==> src/rtl/config_stream_loader_pkg.sv <==
// Shared types and constants for the config chain loader.
// Holds the FSM state type, chain sizing constants and a words-per-load helper.
package config_stream_loader_pkg;

  typedef enum logic [1:0] {
    IDLE,
    FETCH,
    SHIFT,
    FINISH
  } state_t;

  localparam int BITS_PER_TILE = 524;
  localparam int TILE_COUNT    = 1;
  localparam int DEF_CHAIN_LEN = TILE_COUNT * BITS_PER_TILE;

  function automatic int words_per_load(
    input int chain_bits,
    input int word_bits
  );
    return (chain_bits + word_bits - 1) / word_bits;
  endfunction

endpackage

==> src/rtl/config_stream_loader_if.sv <==
// Bitstream word handshake between a host/boot source and the loader.
// master = word source (drives data/valid), slave = loader (drives ready).
interface config_stream_loader_if #(
  parameter int WORD_WIDTH = 32
);

  logic [WORD_WIDTH-1:0] word_data;
  logic                  word_valid;
  logic                  word_ready;

  modport master (
    output word_data,
    output word_valid,
    input  word_ready
  );

  modport slave (
    input  word_data,
    input  word_valid,
    output word_ready
  );

endinterface

==> src/rtl/config_word_serializer.sv <==
// Word register plus bit index; presents word[bit_index], MSB first.
// Ports: load (capture word_in), shift (step index down), bit_out, last_bit.
module config_word_serializer
  import config_stream_loader_pkg::*;
#(
  parameter int WORD_WIDTH = 32
) (
  input  logic                  clock,
  input  logic                  nreset,
  input  logic                  load,
  input  logic                  shift,
  input  logic [WORD_WIDTH-1:0] word_in,
  output logic                  bit_out,
  output logic                  last_bit
);

  localparam int IW =
    (WORD_WIDTH > 1) ? $clog2(WORD_WIDTH) : 1;

  logic [WORD_WIDTH-1:0] word_q;
  logic [IW-1:0]         bit_index;

  assign bit_out  = word_q[bit_index];
  assign last_bit = (bit_index == '0);

  // A load in the same cycle as a shift wins: the old word's
  // bit 0 is being presented while the new word is captured.
  always_ff @(posedge clock or negedge nreset) begin
    if (!nreset) begin
      word_q    <= '0;
      bit_index <= '0;
    end else if (load) begin
      word_q    <= word_in;
      bit_index <= IW'(WORD_WIDTH - 1);
    end else if (shift) begin
      bit_index <= bit_index - IW'(1);
    end
  end

endmodule

==> src/rtl/config_stream_loader.sv <==
// Writer end of the tile config chain: serialises words onto config_out.
// Ports: clock, nreset, start, abort, word_bus (slave), config_out/enable, busy, done.
module config_stream_loader
  import config_stream_loader_pkg::*;
#(
  parameter int WORD_WIDTH   = 32,
  parameter int CHAIN_LENGTH = DEF_CHAIN_LEN,
  parameter int COUNT_WIDTH  = 16
) (
  input  logic                   clock,
  input  logic                   nreset,
  input  logic                   start,
  input  logic                   abort,
  config_stream_loader_if.slave  word_bus,
  output logic                   config_out,
  output logic                   config_enable,
  output logic                   busy,
  output logic                   done
);

  localparam logic [COUNT_WIDTH-1:0] LAST_CNT =
    COUNT_WIDTH'(CHAIN_LENGTH - 1);

  state_t                 state;
  logic [COUNT_WIDTH-1:0] bits_sent;
  logic                   ser_bit;
  logic                   last_bit;
  logic                   final_bit;
  logic                   hs;

  assign final_bit = (bits_sent == LAST_CNT);

  // Ready only while waiting for a word or on a word's last bit
  // when more chain bits remain; abort suppresses any handshake.
  assign word_bus.word_ready = !abort && (
    (state == FETCH) ||
    (state == SHIFT && last_bit && !final_bit));

  assign hs = word_bus.word_valid && word_bus.word_ready;

  config_word_serializer #(
    .WORD_WIDTH (WORD_WIDTH)
  ) u_ser (
    .clock    (clock),
    .nreset   (nreset),
    .load     (hs),
    .shift    (state == SHIFT),
    .word_in  (word_bus.word_data),
    .bit_out  (ser_bit),
    .last_bit (last_bit)
  );

  always_ff @(posedge clock or negedge nreset) begin
    if (!nreset) begin
      state         <= IDLE;
      bits_sent     <= '0;
      config_out    <= 1'b0;
      config_enable <= 1'b0;
      busy          <= 1'b0;
      done          <= 1'b0;
    end else begin
      done <= 1'b0;
      if (abort && state != IDLE) begin
        state         <= IDLE;
        config_enable <= 1'b0;
        busy          <= 1'b0;
      end else begin
        unique case (state)
          IDLE: begin
            if (start && !abort) begin
              state     <= FETCH;
              busy      <= 1'b1;
              bits_sent <= '0;
            end
          end
          FETCH: begin
            config_enable <= 1'b0;
            if (hs) state <= SHIFT;
          end
          SHIFT: begin
            config_out    <= ser_bit;
            config_enable <= 1'b1;
            bits_sent     <= bits_sent + COUNT_WIDTH'(1);
            // Leftover word bits past the chain end are dropped.
            if (final_bit)
              state <= FINISH;
            else if (last_bit && !hs)
              state <= FETCH;
          end
          FINISH: begin
            config_enable <= 1'b0;
            done          <= 1'b1;
            busy          <= 1'b0;
            state         <= IDLE;
          end
          default: state <= IDLE;
        endcase
      end
    end
  end

endmodule
==> src/flat_wrapper.sv <==
// flat-port wrapper written by rule: the top's interface ports become plain ports
module config_stream_loader_flat import config_stream_loader_pkg::*;
#(
  parameter int WORD_WIDTH   = 32,
  parameter int CHAIN_LENGTH = DEF_CHAIN_LEN,
  parameter int COUNT_WIDTH  = 16
)
  (clock, nreset, start, abort, config_out, config_enable, busy, done, word_bus_word_data, word_bus_word_valid, word_bus_word_ready);
  config_stream_loader_if #(.WORD_WIDTH(WORD_WIDTH)) word_bus_i ();
  input  logic clock;
  input  logic nreset;
  input  logic start;
  input  logic abort;
  output logic config_out;
  output logic config_enable;
  output logic busy;
  output logic done;
  input wire logic [$bits(word_bus_i.word_data)-1:0] word_bus_word_data;
  input wire logic [$bits(word_bus_i.word_valid)-1:0] word_bus_word_valid;
  output wire logic [$bits(word_bus_i.word_ready)-1:0] word_bus_word_ready;
  assign word_bus_i.word_data = word_bus_word_data;
  assign word_bus_i.word_valid = word_bus_word_valid;
  assign word_bus_word_ready = word_bus_i.word_ready;
  config_stream_loader #(.WORD_WIDTH(WORD_WIDTH), .CHAIN_LENGTH(CHAIN_LENGTH), .COUNT_WIDTH(COUNT_WIDTH)) u_core (.clock(clock), .nreset(nreset), .start(start), .abort(abort), .word_bus(word_bus_i), .config_out(config_out), .config_enable(config_enable), .busy(busy), .done(done));
endmodule
==> config.mk <==
export PLATFORM = sky130hd
export DESIGN_NAME = config_stream_loader_flat
export DESIGN_NICKNAME = d
export VERILOG_FILES = /design/src/rtl/config_stream_loader_pkg.sv /design/src/rtl/config_stream_loader_if.sv /design/src/rtl/config_word_serializer.sv /design/src/rtl/config_stream_loader.sv /design/src/flat_wrapper.sv
export SDC_FILE = /design/constraint.sdc
export NUM_CORES = 1
export LEC_CHECK = 0
export BUFFER_PORTS_ARGS = -buffer_cell sky130_fd_sc_hd__buf_2
export CAP_MARGIN = 5
export CORE_ASPECT_RATIO = 0.7
export CORE_MARGIN = 4
export CORE_UTILIZATION = 55
export CTS_CLUSTER_DIAMETER = 80
export CTS_CLUSTER_SIZE = 24
export DETAILED_ROUTE_END_ITERATION = 6
export HOLD_SLACK_MARGIN = 0.03
export PLACE_DENSITY_LB_ADDON = 0.15
export SKIP_CTS_REPAIR_TIMING = 1
export SLEW_MARGIN = 20
export SYNTH_ARGS = -nofsm -noshare
export SYNTH_HDL_FRONTEND = slang
export SYNTH_HIERARCHICAL = 1
export SYNTH_SLANG_ARGS = --single-unit
==> constraint.sdc <==
create_clock -name clock -period 2.5 [get_ports clock]
set_clock_uncertainty 0.15 [all_clocks]
set_input_delay 0.125 -clock clock [delete_from_list [all_inputs] [get_ports clock]]
set_output_delay 0.125 -clock clock [all_outputs]
set_load 0.05 [all_outputs]
## Word-level counts from Yosys, hierarchy flattened

Cells that the tools add are included.

- Flip-flop bits (word level): 59
- Memories kept: 0
- Output and inout bits: 5
- Memory bits (read-only): 0
- Bits in writable memories: 0
- Word-level logic and storage cells: 62
- Latch bits: 0

- Shift operators: 0
- Equal/unequal tests: 8
- Multiply operators: 0
- $lt $le $gt $ge: 1
- Div/mod/pow operators: 0
- Reductions and logical operators: 23
- Bitwise gates (word level): 1
- Add/subtract/negate cells: 2
- Mux-type cells: 19

Operators by type and width:

| kind | number |
|---|---|
| case mux 16 bit (2 select lines) | 1 |
| adder 16 x 1 -> 16 bit (second input constant) | 1 |
| equality test 16 x 10 -> 1 bit (second input constant) | 1 |
| two-way mux 16 bit | 1 |
| two-way mux 2 bit | 5 |
| two-way mux 5 bit | 2 |
| case mux 2 bit (4 select lines) | 1 |
| logical AND 1 bit | 7 |
| < comparator 5 x 6 -> 1 bit (second input constant) | 1 |
| two-way mux 1 bit | 6 |
| AND reduction 3 bit | 2 |
| nonzero test 2 bit | 3 |
| nonzero test 3 bit | 2 |
| binary-select mux 1 bit (select 5 bit) | 1 |
| logical NOT 5 bit | 1 |
| subtractor 5 x 1 -> 5 bit (second input constant) | 1 |
| equality test 2 bit (second input constant) | 2 |
| != test 4 x 1 -> 1 bit (second input constant) | 1 |
| case mux 1 bit (2 select lines) | 2 |
| AND reduction 2 bit | 2 |
| logical NOT 1 bit | 3 |
| != test 3 x 1 -> 1 bit (second input constant) | 1 |
| != test 3 x 2 -> 1 bit (second input constant) | 1 |
| equality test 2 x 1 -> 1 bit (second input constant) | 1 |
| 5 further kinds | 5 |

## Logic depth before layout (Yosys ltp)

- Word-level depth: 12
- Gate-level depth with buffers: 9
- Depth with buffers taken out: 6

## By module

Netlist, hierarchy kept.

By module, submodules not included:

| module | times used | area each (um^2) | sequential area each (um^2) | cells each |
|---|---|---|---|---|
| config_word_serializer | 1 | 1774.2 | 925.9 | 133 |
| config_stream_loader | 1 | 1149.9 | 550.5 | 125 |

## Worst setup path before layout

OpenSTA, ideal clock, no wires.

- Path type: reg2reg
- Start point: register u_core.u_ser.bit_index[0]
- End point: register u_core.u_ser.word_q[0]
- Arrival: 2001 ps
- Buffers on the path: 3
- Cell stages (with the launch flop): 10
- Slack: 224 ps
- Path through: dfrtp_1 > buf_6 > inv_1 > ha_1 > nor4b_1 > a31oi_1 > nor2_1 > buf_2 > buf_2 > mux2_2

- Longest elaborated chain between the ends: 6

Ends and longest elaborated chain:

| what | line | RTL |
|---|---|---|
| start: declaration | config_word_serializer.sv:21 | `logic [IW-1:0] bit_index;` |
| start signal: assignment | config_word_serializer.sv:34 | `bit_index <= IW'(WORD_WIDTH - 1);` |
| start signal: assignment | config_word_serializer.sv:36 | `bit_index <= bit_index - IW'(1);` |
| logical NOT 5 bit | config_word_serializer.sv:24 | `assign last_bit = (bit_index == '0);` |
| net u_core.last_bit | config_stream_loader.sv:27 | `logic last_bit;` |
| logical AND 1 bit (2 in a row) | config_stream_loader.sv:37 | `(state == SHIFT && last_bit && !final_bit));` |
| logical OR 1 bit | config_stream_loader.sv:36 | `(state == FETCH) \|\|` |
| logical AND 1 bit | config_stream_loader.sv:35 | `assign word_bus.word_ready = !abort && (` |
| logical AND 1 bit | config_stream_loader.sv:39 | `assign hs = word_bus.word_valid && word_bus.word_ready;` |
| net u_core.hs | config_stream_loader.sv:29 | `logic hs;` |
| end signal: assignment | config_word_serializer.sv:33 | `word_q <= word_in;` |
| end: declaration | config_word_serializer.sv:20 | `logic [WORD_WIDTH-1:0] word_q;` |

The timed path passes the listed nets, and every way through them passes these cells.
A chain may end at the register's enable or synchronous reset.

## Worst setup path in the final report

- Start point: register u_core.bits_sent[0]
- End point: register u_core.u_ser.word_q[19]

- Longest elaborated chain between the ends: 6

Ends and longest elaborated chain:

| what | line | RTL |
|---|---|---|
| start: declaration | config_stream_loader.sv:25 | `logic [COUNT_WIDTH-1:0] bits_sent;` |
| start signal: assignment | config_stream_loader.sv:83 | `bits_sent <= bits_sent + COUNT_WIDTH'(1);` |
| equality test 16 x 10 -> 1 bit | config_stream_loader.sv:31 | `assign final_bit = (bits_sent == LAST_CNT);` |
| logical NOT 1 bit | config_stream_loader.sv:37 |  |
| logical AND 1 bit | config_stream_loader.sv:37 |  |
| logical OR 1 bit | config_stream_loader.sv:36 |  |
| logical AND 1 bit | config_stream_loader.sv:35 |  |
| logical AND 1 bit | config_stream_loader.sv:39 |  |
| net u_core.hs | config_stream_loader.sv:29 |  |

The timed path passes the listed nets, and every way through them passes these cells.

==> results.ini <==
[outcome]
outcome = complete, no violations

[cts]
clk_pin_slew_ns = 0.07
clock_latency_ns = 0.33
cts_buffer_depth = 2
tritoncts = yes
cts.root.buffer_cell = clkbuf_8
clock-sinks = 59
htreeDepth = 3
numCtsBuffers = 9

[critical_path]
required_ns = 2.56
arrival_ns = 2.39
start_kind = register
crit_type = register to register
reg2regPathDepth = 7
rrSetupSlack_ns = 0.17
r2r_end = u_core/u_ser/word_q[19]
cp-startpoint = u_core/bits_sent[0]
rr_startpoint = u_core/bits_sent[0]
critPathCaptureType = register
cp_max_fo = 37

[logic_synthesis]
synth_cell_types = 46
synth.top_cell.area_share_pct = 50.5
yosysSeqAreaShare_pct = 50.5
syn_area_per_cell_sq_um = 11.3
ys_ff_latch = 59
synth_area_sq_mm = 0.00292
netlist_instances = 258
syn_nets = 297
ys_warn_count = 6
yosysTopAreaCell = dfrtp_1
synthTopCellsByArea = dfrtp_1 (50%), mux2_2 (11%), mux2i_1 (6.2%)

[placed_design]
dp_hpwl_um = 4190
placedCellCount = 366
io_buffers = 41
gp_congestion = 0.862
dpl_cell_area_sq_mm = 0.00322

[grt]
antenna_found_initial = 0
grt_max_degree = 60
grt-ovfl-total = 0
grt_pass1_vias = 2002
grt.total_usage_pct = 19.5
grt_pass1_wl_um = 9890

[drt]
first_iter_violations = 192
routed_via_density = 5.47
post_drt_wl_per_cell_um = 15.7
dr.pass1.iters = 4
detailroute.via_count = 2275
wl_um = 6530
antenna_left = 0
drc = 0

[sta]
worst_pin_slew_ns = 0.737
fin_crit_ns = 2.33
maxSlewViolCount = 0
tns_ns = 0
setup_violations = 0
fin_crit_sh_pct = 93.3
relSlewSlack_pct = 50.8
fmax_mhz = 429
hold_viol = 0
rsz0062_at_grt = false

[worst_hold_path]
hp-start = abort
min_path_cells = 3
holdPathEnd = u_core/bits_sent[3]
hp-class = input port to register

[floorplan]
initial_core_util_pct = 58.9
chipWidth_um = 95.2
core_sq_mm = 0.00497
fp.dieArea_sq_mm = 0.00657
placementRows = 21
ios = 42
dieHeight_um = 69.0

[finish]
layout_commonest_cell = dfrtp_1
final_cell_mix = dfrtp_1 (59), buf_2 (41), dlygate4sd3_1 (34)
area_growth_pct = 29.0
diodes = 0
stdcell_area_sq_mm = 0.00377
final_cell_count_no_fill = 416
final_nets = 381
layout-drive-gt1-share_pct = 29.1

[power]
total_power_mw = 3.06
switchingPower_mw = 0.920
swShare_pct = 30.0
ir_worst_vdd_uv = 505
clockPowerShare_pct = 30.6
pwr-share-comb_pct = 26.8
internal_power_mw = 2.14
power_density_mw_per_mm2 = 812
p_leak_nw = 1.69
seqPwrFrac_pct = 42.6

[job]
maxCapViolCount = 0

-- stage by stage --
| step | worst slack [ns] | hold WS [ns] | util, % |
|---|---|---|---|
| 6_report | 0.169 | 0.0289 | 76.0 |
| 5_1_grt | 0.0316 | 0.0392 | 76.0 |
| 4_1_cts | 0.234 | -0.191 | 69.1 |
| 3_5_place_dp | 0.247 | 0.169 | 64.8 |
| 3_3_place_gp | 0.323 | 0.171 | 64.8 |
| 2_1_floorplan | 0.224 | -0.321 | - |
-- cell families after synthesis --
| family | after synthesis | share of synthesized area (%) |
|---|---|---|
| multiplexers | 50 | 18.5 |
| buffers and inverters | 19 | 4.07 |
| AND/OR/NAND/NOR | 80 | 15.2 |
| XOR/XNOR | 8 | 2.40 |
| adder cells (fa/ha/maj) | 2 | 0.856 |
| AO/OA/AOI/OAI | 40 | 8.52 |
| flip-flops | 59 | 50.5 |
-- worst max-delay path: stages, from the launching register on --
cell      delay (ns)
dfrtp_1         0.41
ha_1            0.20
nor4bb_1        0.29
nand4_1         0.22
a31oi_1         0.31
nor2_2          0.10
buf_12          0.18
mux2_1          0.33
-- how the worst max path moves through the flow --
stage	end	slack, ns
after floorplan	u_core/u_ser/word_q[0]	0.22
after global placement	u_core/u_ser/word_q[18]	0.32
after detailed placement	u_core/u_ser/word_q[21]	0.25
after CTS	word_bus_word_ready	0.23
after global routing	word_bus_word_ready	0.03
final	u_core/u_ser/word_q[19]	0.17
-- cell usage after synthesis (all sizes together) --
library cell / number
a211oi: 3
nor4b: 3
nor3: 3
nand2: 17
nand4: 4
a21oi: 10
a22o: 1
ha: 2
o2111ai: 1
mux2: 32
nand2b: 6
and4: 1
clkbuf: 2
mux2i: 18
xnor2: 5
o22ai: 2
xor2: 3
a311oi: 2
or3b: 1
or4b: 1
inv: 8
a211o: 2
a22oi: 4
buf: 9
nor2: 12
o21ai: 13
and3: 3
nor2b: 1
a31oi: 1
nor3b: 1
and2b: 3
nor4bb: 1
nor4: 1
o2bb2ai: 1
or3: 9
nand3: 13
dfrtp: 59
-- per-layer routing --
metal  track usage [%]  vias up  share of wire [%]
met2              25.6       67                 44
met5                 0        -                  0
met1              29.6     1090                 49
met3              6.52        8                5.6
li1                  -     1110                  -
met4              6.40        0                1.1
-- cell type report --
cell class	instances	area (sq um)
Sequential cell	59	1480
Multi-Input combinational cell	180	1340
Fill cell	330	1190
Timing Repair Buffer	84	626
Clock buffer	9	124
Clock inverter	7	92.6
Tap cell	69	86.3
Inverter	8	30.0
-- registers in the layout, indices dropped and copies added (netlist names) --
name,count
u_core/u_ser/word_q,32
u_core/bits_sent,16
u_core/u_ser/bit_index,5
u_core/state,2
u_core/busy,1
u_core/config_enable,1
u_core/config_out,1
u_core/done,1
-- power groups by stage --
stage	combinational (mW)	clock, mW	sequential (mW)
2_1_floorplan	0.586	0	1.32
3_3_place_gp	0.753	0	1.30
3_5_place_dp	0.770	0	1.32
4_1_cts	0.784	0.961	1.30
5_1_grt	0.897	1.00	1.33
6_report	0.822	0.937	1.31
No activity file was read; power rests on OpenSTA's default activity.
